==> config.mk <==
export PLATFORM = sky130hd
export DESIGN_NAME = quad_decoder
export DESIGN_NICKNAME = d
export VERILOG_FILES = /design/src/rtl/quad_pkg.sv /design/src/rtl/quad_debounce.sv /design/src/rtl/quad_decoder.sv
export SDC_FILE = /design/constraint.sdc
export NUM_CORES = 1
export LEC_CHECK = 0
export CAP_MARGIN = 20
export CORE_MARGIN = 5
export CORE_UTILIZATION = 56
export DETAILED_ROUTE_END_ITERATION = 16
export PLACE_DENSITY = 0.77
export SYNTH_ARGS = -nofsm -noshare
export SYNTH_HDL_FRONTEND = slang
export SYNTH_SLANG_ARGS = --single-unit
==> constraint.sdc <==
create_clock -name pin3_clk_16mhz -period 2.65 [get_ports pin3_clk_16mhz]
set_input_delay 0.265 -clock pin3_clk_16mhz [delete_from_list [all_inputs] [get_ports pin3_clk_16mhz]]
set_output_delay 0.265 -clock pin3_clk_16mhz [all_outputs]
set_load 0.01 [all_outputs]
==> src/rtl/quad_pkg.sv <==
// rtl/quad_pkg.sv - shared encodings and step classification for the quadrature decoder
package quad_pkg;

    localparam logic [1:0] AB_00 = 2'b00;
    localparam logic [1:0] AB_10 = 2'b10;
    localparam logic [1:0] AB_11 = 2'b11;
    localparam logic [1:0] AB_01 = 2'b01;

    localparam logic DIR_UP = 1'b1;
    localparam logic DIR_DN = 1'b0;

    // A leads B: 00 -> 10 -> 11 -> 01 -> 00
    function automatic logic is_up(input logic [1:0] prev, input logic [1:0] cur);
        return ((prev == AB_00) && (cur == AB_10)) ||
               ((prev == AB_10) && (cur == AB_11)) ||
               ((prev == AB_11) && (cur == AB_01)) ||
               ((prev == AB_01) && (cur == AB_00));
    endfunction

    function automatic logic is_dn(input logic [1:0] prev, input logic [1:0] cur);
        return is_up(cur, prev);
    endfunction

endpackage

==> src/rtl/quad_debounce.sv <==
// rtl/quad_debounce.sv - 2-FF synchroniser and sample-tick debouncer for one encoder phase
module quad_debounce #(
    parameter int DEB_COUNT = 3
) (
    input  logic clk,
    input  logic rst,
    input  logic raw,
    input  logic sample_tick,
    output logic stable
);

    localparam int CNT_W = $clog2(DEB_COUNT + 1);

    logic [1:0]       sync_ff;
    logic [CNT_W-1:0] deb_cnt;
    logic [CNT_W-1:0] cnt_inc;

    assign cnt_inc = deb_cnt + 1'b1;

    always_ff @(posedge clk or posedge rst) begin
        if (rst) begin
            sync_ff <= 2'b00;
        end else begin
            sync_ff <= {sync_ff[0], raw};
        end
    end

    // Any sample agreeing with the held level restarts the run of differing samples.
    always_ff @(posedge clk or posedge rst) begin
        if (rst) begin
            deb_cnt <= '0;
            stable  <= 1'b0;
        end else if (sample_tick) begin
            if (sync_ff[1] == stable) begin
                deb_cnt <= '0;
            end else if (cnt_inc == CNT_W'(DEB_COUNT)) begin
                stable  <= sync_ff[1];
                deb_cnt <= '0;
            end else begin
                deb_cnt <= cnt_inc;
            end
        end
    end

endmodule

==> src/rtl/quad_decoder.sv <==
// rtl/quad_decoder.sv - quadrature encoder reader driving a wrapping position count
module quad_decoder
    import quad_pkg::*;
#(
    parameter int SAMPLE_DIV = 1600,
    parameter int DEB_COUNT  = 3,
    parameter int CountSize  = 8
) (
    input  logic                 pin3_clk_16mhz,
    input  logic                 pin13,
    input  logic                 enc_a,
    input  logic                 enc_b,
    input  logic                 enable,
    input  logic                 clear,
    output logic [CountSize-1:0] count_out,
    output logic                 dir,
    output logic                 step,
    output logic                 err
);

    localparam int PRESC_W = $clog2(SAMPLE_DIV);

    logic [PRESC_W-1:0] presc;
    logic               sample_tick;
    logic               stable_a;
    logic               stable_b;
    logic [1:0]         ab;
    logic [1:0]         prev_ab;
    logic               up_step;
    logic               dn_step;
    logic               bad_step;

    assign sample_tick = (presc == PRESC_W'(SAMPLE_DIV - 1));

    always_ff @(posedge pin3_clk_16mhz or posedge pin13) begin
        if (pin13) begin
            presc <= '0;
        end else if (sample_tick) begin
            presc <= '0;
        end else begin
            presc <= presc + 1'b1;
        end
    end

    quad_debounce #(.DEB_COUNT(DEB_COUNT)) u_deb_a (
        .clk         (pin3_clk_16mhz),
        .rst         (pin13),
        .raw         (enc_a),
        .sample_tick (sample_tick),
        .stable      (stable_a)
    );

    quad_debounce #(.DEB_COUNT(DEB_COUNT)) u_deb_b (
        .clk         (pin3_clk_16mhz),
        .rst         (pin13),
        .raw         (enc_b),
        .sample_tick (sample_tick),
        .stable      (stable_b)
    );

    assign ab       = {stable_a, stable_b};
    assign up_step  = is_up(prev_ab, ab);
    assign dn_step  = is_dn(prev_ab, ab);
    assign bad_step = (prev_ab ^ ab) == 2'b11;

    always_ff @(posedge pin3_clk_16mhz or posedge pin13) begin
        if (pin13) begin
            prev_ab <= AB_00;
        end else begin
            prev_ab <= ab;
        end
    end

    // clear outranks any step or error seen in the same cycle; dir is left alone.
    always_ff @(posedge pin3_clk_16mhz or posedge pin13) begin
        if (pin13) begin
            count_out <= '0;
            dir       <= DIR_DN;
            step      <= 1'b0;
            err       <= 1'b0;
        end else begin
            step <= 1'b0;
            if (clear) begin
                count_out <= '0;
                err       <= 1'b0;
            end else if (bad_step) begin
                err <= 1'b1;
            end else if (enable && up_step) begin
                count_out <= count_out + 1'b1;
                dir       <= DIR_UP;
                step      <= 1'b1;
            end else if (enable && dn_step) begin
                count_out <= count_out - 1'b1;
                dir       <= DIR_DN;
                step      <= 1'b1;
            end
        end
    end

endmodule

== Word level (Yosys, flattened, before mapping) ==
Index checks and enable logic that the tools add are counted.

* Register bits after elaboration: 34
* Input bits: 6
* Output and inout bits: 11
* Word-level logic and storage cells: 77

* Add/sub/neg operators: 5
* Eq/ne operators: 13
* Mux-type cells: 17
* Bitwise logic cells: 5
* Reduce and logical (&&, ||, !) cells: 25

{| class="wikitable"
|+ Operators by type and width
! cell !! number
|-
| 2-to-1 mux 8 bit || 4
|-
| == test 2 bit, second input constant || 7
|-
| adder 11 x 1 -> 11 bit, second input constant || 1
|-
| == test 11 bit, second input constant || 1
|-
| 2-to-1 mux 11 bit || 1
|-
| logical AND 1 bit || 10
|-
| AND reduction 3 bit || 3
|-
| adder 8 x 1 -> 8 bit, second input constant || 1
|-
| 2-to-1 mux 1 bit || 8
|-
| 2-to-1 mux 2 bit || 4
|-
| subtractor 8 x 1 -> 8 bit, second input constant || 1
|-
| logical OR 1 bit || 6
|-
| adder 2 x 1 -> 2 bit, second input constant || 2
|-
| == test 2 x 1 -> 1 bit, second input constant || 2
|-
| logical NOT 2 bit || 2
|-
| NOT 1 bit || 4
|-
| nonzero test 2 bit || 2
|-
| nonzero test 3 bit || 1
|-
| == test 1 bit || 2
|-
| inequality test 2 bit, second input constant || 1
|-
| AND reduction 2 bit || 1
|-
| XOR 2 bit || 1
|}

== Longest topological paths before layout ==
Gate-level depths: netlist of the first run.

* Depth in word-level cells: 10
* Depth in mapped cells: 9
* Gate-level depth less buffers: 9

== By module ==
From an unflattened synthesis of the first run, not the netlist that was laid out.

* Cells, all modules: 169
* Area total of the unflattened synthesis: 1750.4 µm²

{| class="wikitable"
|+ Modules (own cells, without submodules)
! module !! times used !! cells each !! area each (µm²) !! sequential area each (µm²)
|-
| quad_decoder || 1 || 139 || 1365.1 || 600.6
|-
| quad_debounce || 2 || 15 || 192.7 || 125.1
|}

== Least setup slack after synthesis of the first run ==
OpenSTA, ideal clock, no wires.

* Kind: flip-flop to flip-flop
* Start: register u_deb_a.stable
* End: register count_out[6]
* Library setup time: 0.126 ns
* Data arrival time: 2.238 ns
* Slack: 0.285 ns
* Cell stages (with the launch flop): 9
* Path buffers: 0
* Clock period less this slack: 2.365 ns
* Cell sequence: dfrtp_1 xor2_1 nand3_1 ha_1 nor2b_1 o31a_1 o21ai_0 a2111oi_2 a311o_1

* Longest elaborated chain between the ends: 9

{| class="wikitable"
|+ Ends and longest elaborated chain
! what !! RTL line !! source
|-
| start, declared || quad_debounce.sv:9 || <nowiki>output logic stable</nowiki>
|-
| start signal, assigned || quad_debounce.sv:37 || <nowiki>stable <= sync_ff[1];</nowiki>
|-
| == test 2 bit (on tied branches) || quad_pkg.sv:14, quad_pkg.sv:15, quad_pkg.sv:16 ||
|-
| logical AND 1 bit (on tied branches) || quad_pkg.sv:14, quad_pkg.sv:15 ||
|-
| logical OR 1 bit || quad_pkg.sv:14 || <nowiki>return ((prev == AB_00) && (cur == AB_10)) ||</nowiki>
|-
| logical OR 1 bit || quad_pkg.sv:15 || <nowiki>((prev == AB_10) && (cur == AB_11)) ||</nowiki>
|-
| logical OR 1 bit || quad_pkg.sv:16 || <nowiki>((prev == AB_11) && (cur == AB_01)) ||</nowiki>
|-
| logical AND 1 bit || quad_decoder.sv:88 || <nowiki>end else if (enable && up_step) begin</nowiki>
|-
| 2-to-1 mux 8 bit || quad_decoder.sv:88 ||
|-
| 2-to-1 mux 8 bit || quad_decoder.sv:86 || <nowiki>end else if (bad_step) begin</nowiki>
|-
| 2-to-1 mux 8 bit || quad_decoder.sv:83 || <nowiki>if (clear) begin</nowiki>
|-
| end signal, assigned || quad_decoder.sv:89 || <nowiki>count_out <= count_out + 1'b1;</nowiki>
|-
| end signal, assigned || quad_decoder.sv:93 || <nowiki>count_out <= count_out - 1'b1;</nowiki>
|-
| end, declared || quad_decoder.sv:15 || <nowiki>output logic [CountSize-1:0] count_out,</nowiki>
|}

Several ways; a longest one is shown, not always the timed one. The select of a mux whose other input is x is not followed.
A chain may end at the register's enable or synchronous reset.

== Final worst setup path of the first run ==
Same ends and word-level chain as after synthesis.

==> results by stage, run 1 <==
Timing:
- Setup violations remaining at the end of the flow were counted as 0.
- The max-slew headroom at the worst pin is 59.6%.
- Setup repair after global routing left no endpoint under its margin.
- In the post-route analysis, the smallest setup slack over all paths is 0.202 ns.
- The transition time at the pin with the least slew margin is 0.604 ns.
- The hold violation count in the final report was 0.
- The maximum clock frequency is 0.408 GHz.
- The final max-slew violation count is 0.
- The post-layout minimum cycle time is 2.45 ns.
- The worst clock skew on the final layout is 0.00517 ns.
- Setup total negative slack on the finished layout was measured at 0 ns.
- In the finished design, the share of the clock period the worst path needs comes to 92.4%.

Setup path:
- The signal arrival time at the worst endpoint is 2.68 ns.
- The register-to-register setup slack is 0.20 ns.
- The kind of critical path is reg -> reg.
- The kind of capture point of the worst setup path is a register.
- The startpoint kind of the worst setup timing path is a register.
- The worst register-to-register path begins at u_deb_a.stable.
- Counting cells, the worst reg-to-reg path comes to 10.
- The worst path required time is 2.88 ns.
- In this run the worst path has a maximum fanout of 9.
- The end of the worst register-to-register path is count_out[6].
- The beginning of the critical path is u_deb_a.stable.
- The critical path ends at count_out[6].

Place:
- The detailed-placement wirelength estimate is 2240 um.
- The congestion estimate from routability-driven global placement came to 0.893.
- The number of placed instances, taps included, is 227.
- Timing analysis after detailed placement gives a worst setup slack of 0.113 ns.
- The number of input and output port buffers inserted is 16.

Route:
- The number of iterations in the first detailed-routing pass is 4.
- For this run, design rule violations remaining after detail routing come to 0.
- Detailed routing inserted a total of 1,211 vias.
- Once detail routing completed, the nets flagged for antenna violations numbered 0.
- The total wire length is 3050 um.
- The via-per-instance ratio is 5.15.
- In this run, the number of DRC markers left after iteration 0 of detailed routing was 61.
- In the final routed layout, each cell accounts on average for 13.0 um.

Logic synthesis:
- The average size of a mapped cell is 10.5 sq um.
- The flip-flop and latch count after synthesis is 34.
- The fraction of registers with async set/reset is 100%.
- The synthesized netlist net count is 181.
- The post-synthesis cell type count is 38.
- The number of instances in the synthesized netlist is 167.
- The total standard cell area after synthesis is 1760 sq um.
- Yosys instantiated no cell more often than dfrtp_1.
- The proportion of netlist area held by the largest area contributor is 48.5%.
- The most used flip-flop cell after synthesis is dfrtp_1.
- The commonest cells after synthesis are 34 x dfrtp_1, 25 x nand2_1, 13 x nor2_1, 11 x a21oi_1, 10 x xnor2_1.
- In this run, synthesis inferred 0 flip-flops with an integrated enable.
- Of all cell types, the one taking the most synthesized area is dfrtp_1.
- Yosys attributes the largest share of cell area to dfrtp_1 48%, nand2_1 5.3%, ha_1 5.0%.
- The number of synthesis warnings is 0.
- The sequential-to-total area share from yosys stat is 48.5%.

CTS:
- The clock tree root buffer cell is clkbuf_4.
- The insertion delay of the later-clocked pin in the worst-skew pair is 0.33 ns.
- The number of setup buffers added after CTS is 0.
- The clock tree synthesis step divided the H-tree into 2 levels.
- Clock tree synthesis found a total of 34 sinks.
- The longest clock path from root to sink contains 2 buffers.
- TritonCTS built the clock tree.
- Counting the buffers created by CTS gives 5.
- After clock tree synthesis, the clock-pin slew on the worst setup and hold paths is 0.11 ns.
- The number of resized instances in the post-cts repair step is 0.
- The number of hold-repair buffers added at the cts stage is 0.

Cells and area:
- The number of antenna diodes in the final layout is 0.
- The total number of nets in the final design is 204.
- The core utilization of the finished layout is 67.8%.
- The signed area change from the synthesized netlist to the final layout is 17.0%.
- The ratio of cells with drive above 1 in the final layout is 11.0%.
- The non-filler instance count after layout is 235.

Floorplanning:
- From bottom edge to top edge, the die measures 66.0 um.
- The core box area is 3030 sq um.
- For this configuration, the core starts out at a cell density of 58.0%.
- The initialized floorplan defines 20 standard-cell rows.
- The die outline area is 4350 sq um.
- The width of the die is 66.0 um.
- During I/O placement, the number of pins put on the boundary was 17.

Hold path:
- The min-delay analysis places its worst path in the category in -> async.

Run status:
- The run finished with clean final reports.

GRT:
- After global routing the overflow that remains totals 0.
- The largest net degree at the start of global routing is 35.
- The global-route wire length before repair is 5510 um.
- The global router's overall resource usage is 16.8%.
- The number of antenna violations at the first check in global routing is 0.
- The number of global-route vias before repair is 1,216.

Power and ir drop:
- Across the VDD grid, the largest voltage drop is 336 uV.
- The areal power density over the cells is 452 nW/um^2.
- In this run the static leakage power is 0.000894 uW.

Flow run:
- The number of max-cap violations is 0.
cell type report:
class	count	area, sq um
fill	244	975
multi-input combinational	125	867
sequential	34	851
timing repair buffer	18	175
tap	44	55.1
clock inverter	3	45.0
clock buffer	5	37.5
inverter	6	22.5
metrics by stage:
stage / power, uW / area [sq um] / hold slack, ns
final: 929 / 2050 / 0.305
after global placement: 559 / 1970 / 0.334
after detailed placement: 560 / 1970 / 0.335
after CTS: 947 / 2050 / 0.292
after floorplan: 546 / 1760 / 0.296
after global routing: 987 / 2050 / 0.312
per-layer routing:
layer / part of all wire, % / GRT usage [%] / wire (um)
met1: 44 / 20.1 / 1340
met2: 50 / 27.4 / 1530
met3: 3.5 / 5.10 / 106
met4: 2.4 / 8.38 / 74
met5: 0 / 0 / 0
worst min-delay path by stage:
stage	start	endpoint	cells past startpoint
global route	pin13	count_out[6]	3
floorplan	enc_a	u_deb_a.sync_ff[0]	0
finish	pin13	count_out[0]	3
CTS	pin13	count_out[0]	3
detailed placement	u_deb_b.sync_ff[0]	u_deb_b.sync_ff[1]	0
global placement	u_deb_b.sync_ff[0]	u_deb_b.sync_ff[1]	0
critical path, cell delays in order (launching register included):
cell and delay (ns):
dfrtp_1 0.47, xor2_1 0.17, nand3_1 0.11, buf_4 0.17, inv_1 0.08, fa_1 0.40, nor2b_1 0.16, o31a_1 0.15
o21ai_0 0.13, and4_1 0.23, a311o_1 0.26
registers in the layout, indices dropped and copies added, names as in the netlist:
signal and count:
u_deb_b.stable 1, u_deb_b.sync_ff 2, u_deb_b.deb_cnt 2, prev_ab 2, dir 1, count_out 8
u_deb_a.stable 1, u_deb_a.sync_ff 2, u_deb_a.deb_cnt 2, presc 11, err 1, step 1
logic make-up after synthesis:
kind of cell	Yosys count	share of synthesized area, %
AND/OR/NAND/NOR	68	21.0
flip-flops	34	48.5
AO/OA/AOI/OAI	27	10.3
XOR/XNOR	18	9.41
buffers and inverters	8	2.14
adder cells (fa/ha/maj)	8	6.13
multiplexers	4	2.49
placed cells by master (no fill, tap or decap), types with 2 or more instances in the layout:
cell type        netlist  layout
a21oi_1               11      11
mux2_2                 2       2
o21ai_0                6       6
nor2b_1                6       6
ha_1                   7       7
nand4_1                2       2
clkdlybuf4s50_1        0      16
nand2_1               25      25
nor2_1                13      13
and4_1                 2       2
clkbuf_4               0       5
xnor2_1               10      10
or3_1                  2       2
xor2_1                 7       7
clkinvlp_4             0       2
and2_1                 5       5
nand3_1                5       5
a211oi_1               2       2
dfrtp_1               34      34
nor2_2                 2       2
inv_1                  6       6
buf_4                  0       2
power by group:
group,switching [uW],leakage [uW],internal (uW)
Combinational,16.5,0.000405,9.41
Sequential,1.31,0.000451,522
Clock,182,0.0000374,198
Total,200,0.000894,729
No activity file was read; power rests on OpenSTA's default activity.
==> run 2: changes to the inputs <==
--- a/config.mk
+++ b/config.mk
@@ -8,6 +8,7 @@
 export CAP_MARGIN = 20
 export CORE_MARGIN = 5
 export CORE_UTILIZATION = 56
+export CTS_BUF_LIST = sky130_fd_sc_hd__clkbuf_16
 export DETAILED_ROUTE_END_ITERATION = 16
 export PLACE_DENSITY = 0.77
 export SYNTH_ARGS = -nofsm -noshare
==> results by stage, run 2 (synthesis results as in run 1) <==
GRT:
- The number of global-route vias before repair came to 1,212.
- For this run the aggregate overflow at the end of global routing stands at 0.
- The global router's overall resource usage is 17.3%.
- The largest net degree at the start of global routing is 35.
- The number of antenna violations at the first check in global routing was 0.
- The first global-routing pass estimated 5560 um of wire.

Timing:
- Counting I/O delays and the setup requirement, the final critical path takes 2.45 ns.
- The period utilization is 92.3%.
- At the pin with the least slew margin, the transition time is 0.603 ns.
- Setup repair after global routing left no endpoint under its margin.
- The hold violation count in the final report is 0.
- For this run, the top clock speed supported by timing is 0.409 GHz.
- Once routing completed, OpenROAD measured the worst setup slack at 0.205 ns.
- The clock arrives with 0.00400 ns of skew.
- The final max-slew violation count is 0.
- In this run the tightest slew margin relative to its limit is 59.7%.
- The final sum of negative setup slack is 0 ns.
- Setup violations remaining at the end of the flow were counted as 0.

CTS:
- At the later pin of the worst-skew pair, clock insertion delay measures 0.28 ns.
- The number of hold-repair buffers added at the cts stage is 0.
- The worst-case clock buffer depth is 2.
- The clock transition at the registers of the reported paths is 0.06 ns.
- Clock tree synthesis selected as its root buffer the cell clkbuf_16.
- Post-CTS repair changed the size of 0 cells.
- The post-CTS setup buffer count is 0.
- Clock tree synthesis inserted a total of 5 buffers.
- TritonCTS built the clock tree.
- The H-tree was split into 2 levels.
- The count of clock tree sinks is 34.

Cells and area:
- The area growth from synthesis to layout is 22.0%.
- Counting flops per register, the top entry is presc.
- The design area is 2140 sq um.
- The number of flip-flops under the largest register name is 11.
- The ratio of cells with drive above 1 in the final layout is 11.0%.
- In the final layout, the registers with the most flip-flops are presc (11), count_out (8).
- The multi-input combinational cells in the finished layout cover a total of 867 sq um.
- The number of fill cells is 225.
- Leaving out fill and tap cells, the most frequent cell in the layout is dfrtp_1.
- Summing all flip-flop and latch instances after layout gives 851 sq um.
- The total number of nets in the final design is 204.
- The number of inserted diodes is 0.
- The core utilization of the finished layout is 70.7%.
- The top cell types in the final layout, fill and taps aside, are 34 x dfrtp_1, 25 x nand2_1, 16 x clkdlybuf4s50_1, 13 x nor2_1, 11 x a21oi_1.

Setup path:
- The kind of capture point of the worst setup path is a register.
- In this design, the stage delay of the slowest critical-path cell is 0.45 ns.
- The kind of critical path is reg -> reg.
- The kind of cell with the highest combined delay along the critical path is compound AO/OA/AOI/OAI gates.
- The worst path required time is 2.81 ns.
- The signal arrival time at the worst endpoint is 2.61 ns.
- On the critical path, the stage with the largest delay is an instance of dfrtp_1.
- The signal on the critical path passes through xor2_1, nand3_1, buf_4, inv_1, fa_1, nor2b_1, o31a_1, o21ai_0, and4_1, a311o_1.
- The maximum fanout along the worst path is 9.
- The worst setup path is launched from a register.
- The number of buffers and inverters on the critical path is 2.

Floorplanning:
- Measured along the x axis, the die boundary spans 66.0 um.
- The die outline area is 4350 sq um.
- The initial standard-cell utilization of the core is 58.0%.
- The core region is 3030 sq um.
- The height of the chip is 66.0 um.
- The number of standard-cell rows in the floorplan is 20.
- The I/O pin count is 17.

Route:
- The antenna violation net count after detailed routing is 0.
- After detailed routing, the number of remaining DRC violations is 0.
- After the first detailed-routing iteration, the DRC count stood at 80.
- The via-per-instance ratio is 5.18.
- The post-detailed-route wirelength per cell is 13.1 um.
- The total wire length is 3090 um.
- The first detailed-routing pass took 4 iterations.
- The via count of the routed design is 1,218.

Place:
- At the end of routability-driven placement, the weighted congestion stood at 0.893.
- Summing all placed instances gives a cell area of 1970 sq um.
- Detailed placement ended at an HPWL of 2240 um.
- During placement, the flow inserted port buffers numbering 16.
- The post-placement setup slack is 0.113 ns.

Hold path:
- The tightest min-delay check is of the reg -> reg type.

Power and ir drop:
- The areal power density over the cells is 566 nW/um^2.
- The analysis attributes to cell leakage a power of 0.000933 uW.
- The worst-case IR drop observed on VDD is 564 uV.

Flow run:
- Across the run, the number of max-cap violations was 0.

Run status:
- The flow ran to the end, and the final reports show no timing, DRC or antenna violations.
-- run 2: cell counts in the layout (fill, tap and decap cells not counted) --
No cell type changed its count.
-- run 2: worst register-to-register path, stage by stage (launching register included) --
cell     delay (ns)
dfrtp_1        0.45
xor2_1         0.17
nand3_1        0.11
buf_4          0.17
inv_1          0.09
fa_1           0.40
nor2b_1        0.16
o31a_1         0.15
o21ai_0        0.13
and4_1         0.23
a311o_1        0.26
-- run 2: per-layer routing --
metal / routed length [um] / GRT usage (%)
met2: 1560 / 27.7
met3: 116 / 5.10
met5: 0 / 0
met1: 1300 / 20.2
met4: 110 / 10.7
-- run 2: worst paths after layout --
path	start	to	slack, ns	cells after the start
worst min-delay path	u_deb_b.sync_ff[0]	u_deb_b.sync_ff[1]	0.35	0
min in group asynchronous	pin13	count_out[0]	0.37	3
worst min register to register	u_deb_b.sync_ff[0]	u_deb_b.sync_ff[1]	0.35	0
worst max register to register	u_deb_a.stable	count_out[6]	0.20	10
max in group asynchronous	pin13	presc[0]	1.98	3
worst max-delay path	u_deb_a.stable	count_out[6]	0.20	10
-- run 2: report_power, final --
part | switching, uW | leakage (uW) | internal, uW
Clock | 218 | 0.0000760 | 443
Sequential | 1.35 | 0.000451 | 523
Combinational | 16.5 | 0.000405 | 9.41
Total | 236 | 0.000933 | 975
-- run 2: layout make-up --
class,instances,share of cell area (%)
clock buffers,5,5.84
clock inverters,3,2.10
inverters,6,1.05
multi-input cells,125,40.5
flip-flops and latches,34,39.7
well taps,44,2.57
repair buffers,18,8.18
-- run 2: through the flow --
stage	std cells	power [uW]	hold WS (ns)
2_1_floorplan	167	546	0.296
3_3_place_gp	227	559	0.334
3_5_place_dp	227	560	0.335
4_1_cts	235	1230	0.347
5_1_grt	235	1270	0.349
6_report	235	1210	0.347
==> run 3: changes to the inputs <==
--- a/config.mk
+++ b/config.mk
@@ -11,6 +11,7 @@
 export CTS_BUF_LIST = sky130_fd_sc_hd__clkbuf_16
 export DETAILED_ROUTE_END_ITERATION = 16
 export PLACE_DENSITY = 0.77
+export REMOVE_ABC_BUFFERS = 1
 export SYNTH_ARGS = -nofsm -noshare
 export SYNTH_HDL_FRONTEND = slang
 export SYNTH_SLANG_ARGS = --single-unit
==> results by stage, run 3 (synthesis results as in run 1) <==
Run status:
- The run finished with clean final reports.

Cells and area:
- The final layout contains 205 nets.
- In the final layout, the multi-input gates occupy 870 sq um.
- The number of inserted diodes is 0.
- The commonest non-fill, non-tap cell in the layout is dfrtp_1.
- The design area is 2130 sq um.
- After filler insertion, the fill cell instance count of the layout stands at 239.
- The largest registers in the layout are presc (11), count_out (8).
- The number of flip-flops under the largest register name is 11.
- The ratio of cells with drive above 1 in the final layout is 11.5%.
- The signed area change from the synthesized netlist to the final layout is 21.1%.
- The register ranked first by flip-flop count is presc.
- The area taken by flip-flops and latches is 851 sq um.
- The library cells used most frequently in the layout, excluding fill and tap cells, are 34 x dfrtp_1, 25 x nand2_1, 16 x clkdlybuf4s50_1, 13 x nor2_1, 11 x a21oi_1.

CTS:
- The clock reaches the later pin of the worst-skew pair after 0.28 ns.
- The tree is rooted in a clkbuf_16.
- The clock transition at the registers of the reported paths is 0.06 ns.
- The CTS tree is done.
- The tree built by TritonCTS fans out to 34 sinks.
- After clock tree synthesis, the flow added hold-fix buffers numbering 0.
- The number of buffers inserted during clock tree synthesis is 5.
- After clock tree synthesis, the setup repair step added 0 buffers.
- The depth of the CTS H-tree is 2.
- Once the clock tree was built, the resizer swapped 0 gates to a different size.
- In this run the deepest clock path goes through 2 buffers.

Timing:
- On the final layout, the worst clock skew is 0.00509 ns.
- For the final routed database, the setup TNS stands at 0 ns.
- The final max-slew violation count is 0.
- Derived from the worst setup path, the maximum achievable clock frequency is 0.403 GHz.
- The transition time at the pin with the least slew margin is 0.423 ns.
- The period utilization is 93.6%.
- The final count of negative-setup-slack endpoints is 0.
- Setup repair after global routing left no endpoint under its margin.
- The hold violation count in the final report came to 0.
- Headroom to the max-slew limit came out at 71.8%.
- Hold timing on the final database bottoms out at a slack of 0.350 ns.
- The post-layout minimum cycle time is 2.48 ns.

Setup path:
- The source of the worst register-to-register timing path is u_deb_a.stable.
- In this run the worst path has a maximum fanout of 9.
- The setup path with the least slack is of type reg -> reg.
- The end of the worst register-to-register path is count_out[6].
- Data on the critical path is required at its endpoint by 2.86 ns.
- The worst setup path is launched from a register.
- The kind of capture point of the worst setup path is a register.
- The signal arrival time at the worst endpoint is 2.69 ns.
- For the worst flop-to-flop path, the logic depth is 10.
- The worst register-to-register path has a setup slack of 0.17 ns.

GRT:
- Summed over all layers, the global routing overflow is 0.
- The largest net degree at the start of global routing is 35.
- In the global route stage, overall resource usage came out at 17.6%.
- The number of antenna violations at the first check in global routing is 0.
- The first global-routing pass estimated 5840 um of wire.
- The number of global-route vias before repair came to 1,309.

Floorplanning:
- The die outline area is 4350 sq um.
- The number of standard-cell rows in the floorplan is 20.
- Pin placement for this block handled 17 I/O pins.
- The core box area is 3030 sq um.
- The height of the chip is 66.0 um.
- The die is 66.0 um wide.
- For this configuration, the core starts out at a cell density of 58.0%.

Hold path:
- The worst hold path was traced through 0 stages.
- The worst hold path belongs to the class reg -> reg.
- The startpoint of the lowest-slack hold path is u_deb_b.sync_ff[0].
- The endpoint of the worst hold path is u_deb_b.sync_ff[1].

Flow run:
- The tool flagged a number of max-cap violations equal to 0.

Power and ir drop:
- The leakage power of the design is 0.000931 uW.
- For this design the ratio of total power to cell area is 523 nW/um^2.
- The highest ir drop seen on vdd is 414 uV.

Place:
- The placed instances occupy a cell area of 1980 sq um.
- After legalization and detailed placement, the total HPWL measured 2430 um.
- The last weighted congestion value of the routability-driven placer is 0.885.
- The number of input and output port buffers inserted is 16.

Route:
- The via-per-instance ratio is 5.32.
- The total wire length is 3270 um.
- The routed layout has 1,255 vias.
- The DRC marker count from the first detailed-route iteration is 80.
- The detailed-route DRC error count is 0.
- The number of iterations in the first detailed-routing pass is 4.
- After detailed routing, the average wire length per cell comes to 13.8 um.
- The detail route stage leaves a number of antenna-violating nets equal to 0.
-- run 3: cell types whose count changed in the layout (fill, tap and decap cells not counted), sizes merged --
cell,delta
buf,+1
bufinv,-1
clkinv,+1
clkinvlp,-1
inv,+1
-- run 3: critical path, stage by stage, from the launching register on --
cell and delay (ns):
dfrtp_1 0.45, xor2_1 0.17, nand3_1 0.13, buf_4 0.19
inv_1 0.10, fa_1 0.42, nor2b_2 0.15, o31a_1 0.14
o21ai_0 0.11, a2111oi_2 0.39, a311o_1 0.16
-- run 3: worst max path at each step --
stage                         from      endpoint  slack (ns)  depth (start not counted)
finish              u_deb_a.stable  count_out[6]        0.17                         10
global placement            enable  count_out[6]        0.16                         10
floorplan           u_deb_a.stable  count_out[6]        0.29                          8
detailed placement          enable  count_out[6]         0.1                         10
global route        u_deb_a.stable  count_out[6]       0.005                         10
CTS                 u_deb_a.stable  count_out[6]        0.15                         10
-- run 3: through the flow --
step	std cells	total power, uW	setup WS (ns)	util (%)
after floorplan	165	544	0.285	-
after global placement	228	560	0.165	65.3
after detailed placement	228	562	0.0972	65.3
after CTS	236	1120	0.153	70.1
after global routing	236	1160	0.00547	70.2
final	236	1110	0.170	70.2
-- run 3: power by group --
group          switching [uW]  internal (uW)
sequential               1.55            523
clock                     213            347
combinational            16.9           10.3
total                     231            880
-- run 3: layout make-up --
cell class	count	area share [%]
Multi-Input combinational cell	125	40.9
Timing Repair Buffer	19	8.59
Inverter	6	1.06
Clock buffer	5	5.89
Clock inverter	3	0.942
Tap cell	44	2.59
Sequential cell	34	40.0
-- run 3: metal layers --
| layer | up-vias | track usage (%) | part of all wire, % |
|---|---|---|---|
| li1 | 622 | - | - |
| met1 | 609 | 20.9 | 45 |
| met2 | 17 | 30.7 | 50 |
| met3 | 7 | 5.10 | 3.0 |
| met4 | 0 | 5.33 | 1.3 |
| met5 | - | 0 | 0 |
